**config.mk**
```make
export PLATFORM = sky130hd
export DESIGN_NAME = fir_line_ctrl
export DESIGN_NICKNAME = d
export VERILOG_FILES = /design/src/rtl/fir_line_ctrl.sv
export SDC_FILE = /design/constraint.sdc
export NUM_CORES = 1
export LEC_CHECK = 0
export ABC_CLOCK_PERIOD_IN_PS = 3100
export CAP_MARGIN = 10
export CORE_MARGIN = 4
export CORE_UTILIZATION = 53
export CTS_CLUSTER_SIZE = 10
export DETAILED_ROUTE_END_ITERATION = 8
export PLACE_DENSITY = 0.76
export SLEW_MARGIN = 20
export SYNTH_ARGS = -nofsm -noshare
export SYNTH_HDL_FRONTEND = slang
export SYNTH_SLANG_ARGS = --single-unit
```
**constraint.sdc**
```tcl
create_clock -name clk -period 3.1 [get_ports clk]
set_input_delay 0.775 -clock clk [delete_from_list [all_inputs] [get_ports clk]]
set_output_delay 0.775 -clock clk [all_outputs]
set_load 0.05 [all_outputs]
```
**src/rtl/fir_line_ctrl.sv**
```systemverilog
// Line/window sequencer for the 2D FIR: pixel position, line-buffer bank rotation, window valid, sync delay.
// Optional coefficient-load sequencer is built only when FIR_COEF_LOAD_EN is defined.
module fir_line_ctrl #(
    parameter int unsigned MAX_COLS = 1600,
    parameter int unsigned MAX_ROWS = 900,
    parameter int unsigned KSIZE    = 5,
    parameter int unsigned COL_W    = 11,
    parameter int unsigned ROW_W    = 10,
    parameter int unsigned PIPE_LAT = 4
) (
    input  logic             clk,
    input  logic             rst_n,
    input  logic             dv_i,
    input  logic             hs_i,
    input  logic             vs_i,
    output logic             wr_en_o,
    output logic [1:0]       wr_bank_o,
    output logic [COL_W-1:0] wr_addr_o,
    output logic [1:0]       old_bank_o,
    output logic             win_valid_o,
    output logic [ROW_W-1:0] row_o,
    output logic             ovf_o,
    output logic [4:0]       coef_addr_o,
    output logic             coef_we_o,
    output logic             coef_busy_o,
    output logic             dv_o,
    output logic             hs_o,
    output logic             vs_o
);
    localparam int unsigned NUM_LINES = KSIZE - 1;
    localparam int unsigned SYNC_W    = 3 * PIPE_LAT;

    typedef enum logic [1:0] {WAIT_VS, FILL, RUN} state_e;

    state_e           state_q, state_d;
    logic [COL_W-1:0] col_q, col_d;
    logic             line_full_q, line_full_d;
    logic [ROW_W-1:0] row_q, row_d;
    logic [1:0]       bank_q, bank_d;
    logic [1:0]       old_bank_q, old_bank_d;
    logic             ovf_q, ovf_d;
    logic             wr_en_q, wr_en_d;
    logic [COL_W-1:0] wr_addr_q, wr_addr_d;
    logic             win_valid_q, win_valid_d;
    logic             hs_prev_q, vs_prev_q;
    logic [SYNC_W-1:0] sync_q;

    logic vs_rise, vs_fall, hs_rise, accept;

    assign vs_rise = vs_i & ~vs_prev_q;
    assign vs_fall = ~vs_i & vs_prev_q;
    assign hs_rise = hs_i & ~hs_prev_q;
    assign accept  = dv_i & ~hs_i & ~vs_i & (state_q != WAIT_VS);

    // Next-state: frame sync dominates; otherwise pixel write and line-end rotation.
    always_comb begin
        state_d     = state_q;
        col_d       = col_q;
        line_full_d = line_full_q;
        row_d       = row_q;
        bank_d      = bank_q;
        ovf_d       = ovf_q;
        wr_en_d     = 1'b0;
        wr_addr_d   = wr_addr_q;
        win_valid_d = 1'b0;

        if (vs_i) begin
            col_d       = '0;
            line_full_d = 1'b0;
            row_d       = '0;
            bank_d      = 2'd0;
            if (state_q != WAIT_VS) state_d = FILL;
            if (vs_rise)            ovf_d   = 1'b0;
        end else begin
            if (vs_fall) state_d = FILL;
            if (accept) begin
                if (line_full_q) begin
                    ovf_d = 1'b1;
                end else begin
                    wr_en_d     = 1'b1;
                    wr_addr_d   = col_q;
                    win_valid_d = (state_q == RUN) && (col_q >= COL_W'(KSIZE - 1));
                    if (col_q == COL_W'(MAX_COLS - 1)) line_full_d = 1'b1;
                    else                               col_d       = col_q + COL_W'(1);
                end
            end
            // An hs edge on an empty line is a no-op.
            if (hs_rise && ((col_q != '0) || line_full_q)) begin
                col_d       = '0;
                line_full_d = 1'b0;
                bank_d      = bank_q + 2'd1;
                if (row_q == ROW_W'(MAX_ROWS - 1)) ovf_d = 1'b1;
                else                               row_d = row_q + ROW_W'(1);
                if ((state_q == FILL) && (row_d >= ROW_W'(KSIZE - 1))) state_d = RUN;
            end
        end

        old_bank_d = (row_d >= ROW_W'(NUM_LINES)) ? bank_d + 2'd1 : 2'd0;
    end

    always_ff @(posedge clk or negedge rst_n) begin
        if (!rst_n) begin
            state_q     <= WAIT_VS;
            col_q       <= '0;
            line_full_q <= 1'b0;
            row_q       <= '0;
            bank_q      <= 2'd0;
            old_bank_q  <= 2'd0;
            ovf_q       <= 1'b0;
            wr_en_q     <= 1'b0;
            wr_addr_q   <= '0;
            win_valid_q <= 1'b0;
            hs_prev_q   <= 1'b0;
            vs_prev_q   <= 1'b0;
            sync_q      <= '0;
        end else begin
            state_q     <= state_d;
            col_q       <= col_d;
            line_full_q <= line_full_d;
            row_q       <= row_d;
            bank_q      <= bank_d;
            old_bank_q  <= old_bank_d;
            ovf_q       <= ovf_d;
            wr_en_q     <= wr_en_d;
            wr_addr_q   <= wr_addr_d;
            win_valid_q <= win_valid_d;
            hs_prev_q   <= hs_i;
            vs_prev_q   <= vs_i;
            sync_q      <= SYNC_W'({sync_q, dv_i, hs_i, vs_i});
        end
    end

    assign wr_en_o     = wr_en_q;
    assign wr_bank_o   = bank_q;
    assign wr_addr_o   = wr_addr_q;
    assign old_bank_o  = old_bank_q;
    assign win_valid_o = win_valid_q;
    assign row_o       = row_q;
    assign ovf_o       = ovf_q;
    assign {dv_o, hs_o, vs_o} = sync_q[SYNC_W-1 -: 3];

`ifdef FIR_COEF_LOAD_EN
    localparam int unsigned NCOEF = KSIZE * KSIZE;

    logic [4:0] coef_addr_q, coef_addr_d;
    logic       coef_busy_q, coef_busy_d;

    // Each vs rise (re)starts a full sweep of the coefficient RAM.
    always_comb begin
        coef_busy_d = coef_busy_q;
        coef_addr_d = coef_addr_q;
        if (vs_rise) begin
            coef_busy_d = 1'b1;
            coef_addr_d = 5'd0;
        end else if (coef_busy_q) begin
            if (coef_addr_q == 5'(NCOEF - 1)) begin
                coef_busy_d = 1'b0;
                coef_addr_d = 5'd0;
            end else begin
                coef_addr_d = coef_addr_q + 5'd1;
            end
        end
    end

    always_ff @(posedge clk or negedge rst_n) begin
        if (!rst_n) begin
            coef_busy_q <= 1'b0;
            coef_addr_q <= 5'd0;
        end else begin
            coef_busy_q <= coef_busy_d;
            coef_addr_q <= coef_addr_d;
        end
    end

    assign coef_addr_o = coef_addr_q;
    assign coef_we_o   = coef_busy_q;
    assign coef_busy_o = coef_busy_q;
`else
    assign coef_addr_o = 5'd0;
    assign coef_we_o   = 1'b0;
    assign coef_busy_o = 1'b0;
`endif

endmodule

```
==> results of run 1 <==
[flip-flops by register name (all words and copies together) (netlist names)]
| signal | flops |
|---|---|
| sync_q | 12 |
| wr_addr_o | 11 |
| row_o | 10 |
| old_bank_o | 2 |
| win_valid_o | 1 |
| ovf_o | 1 |
| wr_en_o | 1 |
| col_q | 11 |
| line_full_q | 1 |
| state_q | 2 |
| wr_bank_o | 2 |
[area by class of cell]
| class | count | area [um^2] | area share |
|---|---|---|---|
| clock buffer | 6 | 72.6 | 0.0238 |
| clock inverter | 2 | 13.8 | 0.00451 |
| multi-input combinational | 168 | 1130 | 0.369 |
| timing repair buffer | 41 | 390 | 0.128 |
| tap | 67 | 83.8 | 0.0274 |
| sequential | 54 | 1350 | 0.442 |
| inverter | 4 | 15.0 | 0.00492 |
[kinds of logic (layout without fill, tap and decap cells)]
logic type / count (synthesis) / count (layout) / share of synthesized area
AO/OA/AOI/OAI: 24 / 24 / 0.0690
XOR/XNOR: 25 / 25 / 0.0850
AND/OR/NAND/NOR: 97 / 97 / 0.207
adder cells (fa/ha/maj): 3 / 3 / 0.0146
multiplexers: 12 / 12 / 0.0520
other: 1 / 7 / 0.00146
buffers and inverters: 22 / 53 / 0.0466
flip-flops: 54 / 54 / 0.525
[metrics by stage]
step / utilization / power, mW / setup slack (ns)
2_1_floorplan: - / 0.850 / 0.569
3_3_place_gp: 0.628 / 0.899 / 0.349
3_5_place_dp: 0.628 / 0.903 / 0.317
4_1_cts: 0.647 / 1.28 / 0.514
5_1_grt: 0.647 / 1.32 / 0.441
6_report: 0.647 / 1.27 / 0.516
[routing by layer]
layer | up-vias | wire, um | part of all wire | track usage
met3 | 8 | 208 | 0.040 | 0.0383
met5 | - | 0 | 0 | 0
met1 | 928 | 2520 | 0.49 | 0.270
li1 | 889 | - | - | -
met4 | 0 | 68 | 0.013 | 0.0534
met2 | 45 | 2340 | 0.46 | 0.268
[cell usage in the layout (no fill, tap or decap), types with 2 or more instances in the layout]
master	netlist	layout
nor2b_1	3	3
and3_1	9	9
a221oi_1	2	2
dfrtp_1	54	54
nand4_1	6	6
o21ai_0	3	3
xnor2_1	9	9
xor2_1	16	16
nor3_1	5	5
mux2_2	11	11
a21oi_1	5	5
and4b_1	2	2
a311oi_1	2	2
o31ai_1	2	2
nand2b_1	4	4
nor2_1	36	36
or3_1	3	3
clkdlybuf4s50_1	0	34
clkbuf_8	0	5
nand3_1	8	8
buf_4	7	6
conb_1	1	7
nand2_1	10	10
ha_1	3	3
inv_1	4	4
nor4_1	2	2
[worst register-to-register path: stages, from the launching register on]
cell,delay (ns)
dfrtp_1,0.45
ha_1,0.32
or4b_4,0.50
nor4_4,0.35
o22ai_2,0.17
nor4_2,0.31
a211o_2,0.15
a311oi_1,0.09
[worst max-delay path by stage]
stage | to | start | depth (start not counted)
floorplan | old_bank_o[0] | row_o[0] | 7
global placement | col_q[9] | dv_i | 6
detailed placement | col_q[3] | hs_i | 6
CTS | row_o[5] | row_o[5] | 1
global route | row_o[5] | row_o[5] | 1
finish | row_o[5] | row_o[5] | 1
[power groups by stage]
stage | Sequential, mW | Clock [mW] | Combinational [mW]
2_1_floorplan | 0.783 | 0 | 0.0673
3_3_place_gp | 0.749 | 0 | 0.150
3_5_place_dp | 0.749 | 0 | 0.153
4_1_cts | 0.736 | 0.391 | 0.154
5_1_grt | 0.738 | 0.423 | 0.164
6_report | 0.735 | 0.383 | 0.152
==> impl_metrics.ini, run 1 <==
[timing]
timing.fmax_ghz = 0.387
setup_tns_ns = 0
clock_skew_ns = 0.0118
tightest_slew_ns = 0.540
fin_crit_sh = 0.834
setup_viol_count_final = 0
fin_crit_ns = 2.58
grt_setup_unrepaired = no
slew_viol_final = 0
hold_viol = 0
finalHoldWorstSlack_ns = 0.357
max_slew_margin = 0.637

[clocking]
clockRootBuffer = clkbuf_8
numCtsBuffers = 5
clock_path_buffers = 2
clk_pin_slew_ns = 0.10
clock_latency_ns = 0.31
htreeDepth = 2
cts_hold_buf = 0
post_cts_resized = 0
clock_sinks = 54
cts_setup_buffers = 0
cts_tree = done

[cells_and_area]
fin_nets = 282
fin_area_mm2 = 0.00305
n_fill_cell = 377
antenna_cells = 0
instances_no_fill = 342
drive_gt1_frac = 0.120
syn_to_final_growth_pct = 18.6

[detailed_routing]
drt_iter0_drc = 121
firstDrtPassIters = 4
ant_nets = 0
vias = 1870
vias_per_cell = 5.47
postRouteWirelength_um = 5140
remaining_drc_errors = 0
wl_per_cell_um = 15.0

[power]
switching_share = 0.270
ir_drop_mv = 0.188
pwr-share-clk = 0.302
power.leakage_nw = 1.35
p_per_area_mw_per_mm2 = 416
combPwrFrac = 0.120
p_int_uw = 927
seqPwrFrac = 0.579
power.switching_uw = 344

[setup_path]
cp_num_buf_inv = 1
slowest_delay_ns = 0.89
r2r-end = old_bank_o[0]
critical_path.endpoint_type = output pin
r2r_start = row_o[0]
cp_slowest_cell = clkdlybuf4s50_1
crit_fanout = 14
crit_path_start_kind = flop
reg2reg_setup_slack_ns = 0.61
rr_worst_depth = 7
critPathTopFamily = buffers and inverters
worstPathArrival_ns = 1.81
crit_type = reg2out
crit_path_cell_trace = clkdlybuf4s50_1
critPathRequiredTime_ns = 2.32

[place]
io_buffers = 35
dp_hpwl_um = 3710
place_area_mm2 = 0.00297
dp_cells = 334
gp_congestion = 0.921

[synthesis]
yosysTopAreaCellShare = 0.525
dominantRegCellSynth = dfrtp_1
yosysTopAreaCell = dfrtp_1
netlist_instances = 238
synth_seq_cells = 54
synth_area_leaders = dfrtp_1 (52%), xor2_1 (5.4%), nor2_1 (5.2%)
synth_edf_count = 0
synth_commonest_cells = dfrtp_1 (54), nor2_1 (36), xor2_1 (16)
ys_seq_area_frac = 0.525
ys_types = 47
yosysMostFrequentCell = dfrtp_1
synth_area_mm2 = 0.00258
avgSynthCellArea_um2 = 10.8
ys_warn_count = 0
ys_async_sr_fraction = 1.00

[die]
start_util = 0.545
fp.dieArea_mm2 = 0.00604
fp-row-count = 25
ios = 43
die_x_um = 77.7
coreArea_mm2 = 0.00472
chipHeight_um = 77.7

[global_route]
grt_pass1_vias = 1770
grt_pass1_wl_um = 8740
grt_antenna_before_repair = 0
grt.total_usage = 0.182
grt_overflow_total = 0
grt_max_degree = 24

[worst_hold_path]
min_path_type = in2async

[outcome]
outcome = finished, final reports clean

[job]
maxCapViolCount = 0
(Power assumes the default switching activity.)
==> inputs of run 2 (changes only) <==
ABC_CLOCK_PERIOD_IN_PS = 2250   (was 3100)
CORE_UTILIZATION = 48   (was 53)
PLACE_DENSITY = 0.72   (was 0.76)
clock period = 2.25 ns   (was 3.1 ns; I/O delays follow)
==> run 2 against run 1 <==
Effect of this change:
- routed wire length rose by 5.9%
- final cell count is 9.1% higher
- core utilization fell by 0.13 points
- global-route usage decreased by 0.11 points
- register-to-register slack lost 0.52 ns
- clock-buffer cell count is 1 lower
- hold slack got worse by 0.15 ns
- sequential share of layout area fell by 3.3 points
- via count rose by 4.8%
- clock skew shrank 0.0021 ns
- critical path type unchanged
- highest routed layer unchanged
==> impl_metrics.ini, run 2 (synthesis results as in run 1) <==
[worst_hold_path]
min_path_type = in2async

[die]
coreArea_mm2 = 0.00514
fp.dieArea_mm2 = 0.00660
ios = 43
start_util = 0.501
fp-row-count = 26
die_x_um = 81.3
chipHeight_um = 81.3

[timing]
hold_viol = 0
tightest_slew_ns = 0.505
slew_viol_final = 0
setup_viol_count_final = 0
fin_crit_ns = 2.20
timing.fmax_ghz = 0.455
max_slew_margin = 0.663
grt_setup_unrepaired = yes
fin_crit_sh = 0.977
clock_skew_ns = 0.00964

[power]
p_int_mw = 1.30
switching_share = 0.274
power.switching_uw = 489
pwr-share-clk = 0.302
ir_drop_mv = 0.291
seqPwrFrac = 0.566
combPwrFrac = 0.133
p_per_area_mw_per_mm2 = 539
power_mw = 1.79
power.leakage_nw = 1.54

[clocking]
cts_tree = done
clock_path_buffers = 2
clockRootBuffer = clkbuf_8
htreeDepth = 2
clock_sinks = 54
clock_latency_ns = 0.31
clk_pin_slew_ns = 0.09
numCtsBuffers = 5
cts_hold_buf = 0

[setup_path]
crit_path_start_kind = flop
crit_fanout = 5
worstPathArrival_ns = 1.64
critical_path.endpoint_type = output pin
crit_type = reg2out
critPathRequiredTime_ns = 1.69

[cells_and_area]
final_util = 0.645
final_cell_mix = dfrtp_1 (49), nor2_1 (36), buf_4 (36)
antenna_cells = 0
seq_area_mm2 = 0.00136
n_fill_cell = 430
syn_to_final_growth_pct = 28.8
regMostFlops = sync_q
final_common_cell = dfrtp_1
multi_input_area_mm2 = 0.00116
drive_gt1_frac = 0.241
fin_nets = 310
largest_reg_flops = 12

[global_route]
grt.total_usage = 0.181
grt_antenna_before_repair = 0
grt_pass1_vias = 1888
grt_pass1_wl_um = 9110
grt_overflow_total = 0
grt_max_degree = 22

[detailed_routing]
ant_nets = 0
vias_per_cell = 5.25
vias = 1960
drt_iter0_drc = 209
remaining_drc_errors = 0
firstDrtPassIters = 4
postRouteWirelength_um = 5440
wl_per_cell_um = 14.6

[place]
io_buffers = 35
gp_congestion = 0.903
dp_hpwl_um = 4010

[job]
maxCapViolCount = 0

[outcome]
outcome = finished, final reports clean
[run 2: layout make-up]
cell class / count / area share
Clock buffer: 5 / 0.0207
Clock inverter: 3 / 0.00566
Inverter: 4 / 0.00453
Multi-Input combinational cell: 168 / 0.349
Sequential cell: 54 / 0.409
Tap cell: 70 / 0.0264
Timing Repair Buffer: 69 / 0.184
[run 2: metrics by stage]
step	instance area, um^2	hold slack, ns	instances	setup WS [ns]	setup TNS, ns
2_1_floorplan	2620	0.267	244	0.0708	0
4_1_cts	3290	0.221	373	0.00662	0
6_report	3320	0.203	373	0.0522	0
5_1_grt	3320	0.240	373	-0.0227	-0.0237
3_5_place_dp	3200	0.337	365	-0.248	-3.99
3_3_place_gp	3200	0.331	365	-0.205	-3.54
[run 2: final timing paths]
check / cells past startpoint / to / from / slack, ns
hold / removal: 1 / row_o[6] / rst_n / 0.20
hold reg to reg: 0 / sync_q[11] / sync_q[8] / 0.36
max in group asynchronous: 2 / wr_en_o / rst_n / 1.42
setup / recovery: 2 / row_o[1] / row_o[1] / 0.05
min in group clk: 0 / sync_q[11] / sync_q[8] / 0.36
setup reg to reg: 8 / state_q[0] / row_o[1] / 0.09
[run 2: repair_timing]
item                                    CTS  global route
gates resized for setup                   0             6
buffers inserted                          0             0
endpoints found under the setup margin    0             7
[run 2: worst max-delay path, stage by stage, from the launching register on]
cell and delay (ns):
dfrtp_2 0.40, buf_4 0.13, clkdlybuf4s50_1 0.80
[run 2: metal layers]
layer	global-route usage	part of all wire
met1	0.259	0.47
met2	0.267	0.46
met3	0.0344	0.046
met4	0.0777	0.020
met5	0	0
[run 2: power groups by stage]
stage,Sequential [mW],Combinational (mW),Clock (mW)
global placement,1.03,0.236,0
detailed placement,1.03,0.239,0
CTS,1.01,0.240,0.545
finish,1.01,0.237,0.539
floorplan,1.08,0.0929,0
global route,1.01,0.256,0.587
==> edit, RTL diff (config.mk and constraints of run 1) <==
Set the parameter `ROW_W` to 12 (it was 10).
--- a/src/rtl/fir_line_ctrl.sv
+++ b/src/rtl/fir_line_ctrl.sv
@@ -6,5 +6,5 @@
     parameter int unsigned KSIZE    = 5,
     parameter int unsigned COL_W    = 11,
-    parameter int unsigned ROW_W    = 10,
+    parameter int unsigned ROW_W    = 12,
     parameter int unsigned PIPE_LAT = 4
 ) (
Ports: changed (resized row_o); port bits go from 43 to 45. No check against the original RTL was run, so the function may have changed too.
==> edit against run 1 <==
- final area is 6.6% higher
- sequential share of layout area is 1.2 points lower
- setup slack better by 70 ps
- total power is 5.5% higher
- routed wire length is 11% higher
- synthesized area is 7.6% higher
- synthesized cell count is 6.7% higher
- sequential cell count is 2 higher
- cell count is 6.1% higher
==> edit: results <==
group,metric,value,unit
status,outcome,"finished, final reports clean",
routing,drt_iter0_markers,186,
logic_synthesis,yosysUniqueCellTypes,59,
setup_path,crit_family,"simple AND/OR/NAND/NOR gates",
finish,fill_cells,434,
finish,nets,300,
routing,met3RoutedLength,444,um
timing,relSlewSlack,53.74,%
global_route,use_met2,27.81,%
routing,detail_route.wl_per_cell,15.67,um
global_route,track_usage,18.76,%
global_route,grt_max_degree,57,
timing,skew,7.288,ps
timing,fin_crit,2514,ps
power,p_int,0.9612,mW
logic_synthesis,ys_seq_area_share,50.54,%
global_route,grt_pass1_vias,1934,
routing,vias,2102,
finish,drive_gt1_share,14.68,%
logic_synthesis,synth_mux_area_share,4.829,%
place,globalplace.congestion,0.8414,
setup_path,crit_type,"in -> reg",
logic_synthesis,yosys-top-cells-count,"56 x dfrtp_1, 25 x nor2_1, 19 x nand2_1, 11 x a21oi_1, 11 x mux2_2",
power,p_per_area,411.5,nW/um^2
setup_path,path_max_fanout,12,
place,place_ws,287.9,ps
routing,met2_length,2529,um
edit: cell types whose count changed after synthesis, moves of 3 or more:
cell and delta:
xnor2_1 -3, a211oi_1 +3, and3_1 -5, buf_4 +3, nand2_1 +9, nand2b_1 -3
a21oi_1 +6, xor2_1 -6, nor2_1 -11, and2_1 +3, clkbuf_1 -5
edit: per-stage QoR:
| step | utilization, % | cells |
|---|---|---|
| after floorplan | - | 260 |
| after global placement | 62.38 | 355 |
| after detailed placement | 62.38 | 355 |
| after CTS | 64.18 | 363 |
| after global routing | 64.18 | 363 |
| final | 64.18 | 363 |
edit: cell type report:
type,instances,area (sq um),area share (%)
timing repair buffer,42,402.9,12.37
clock buffer,5,68.82,2.113
multi-input combinational,181,1251,38.42
sequential,56,1401,43.03
inverter,6,22.52,0.6915
tap,70,87.58,2.689
clock inverter,3,22.52,0.6915
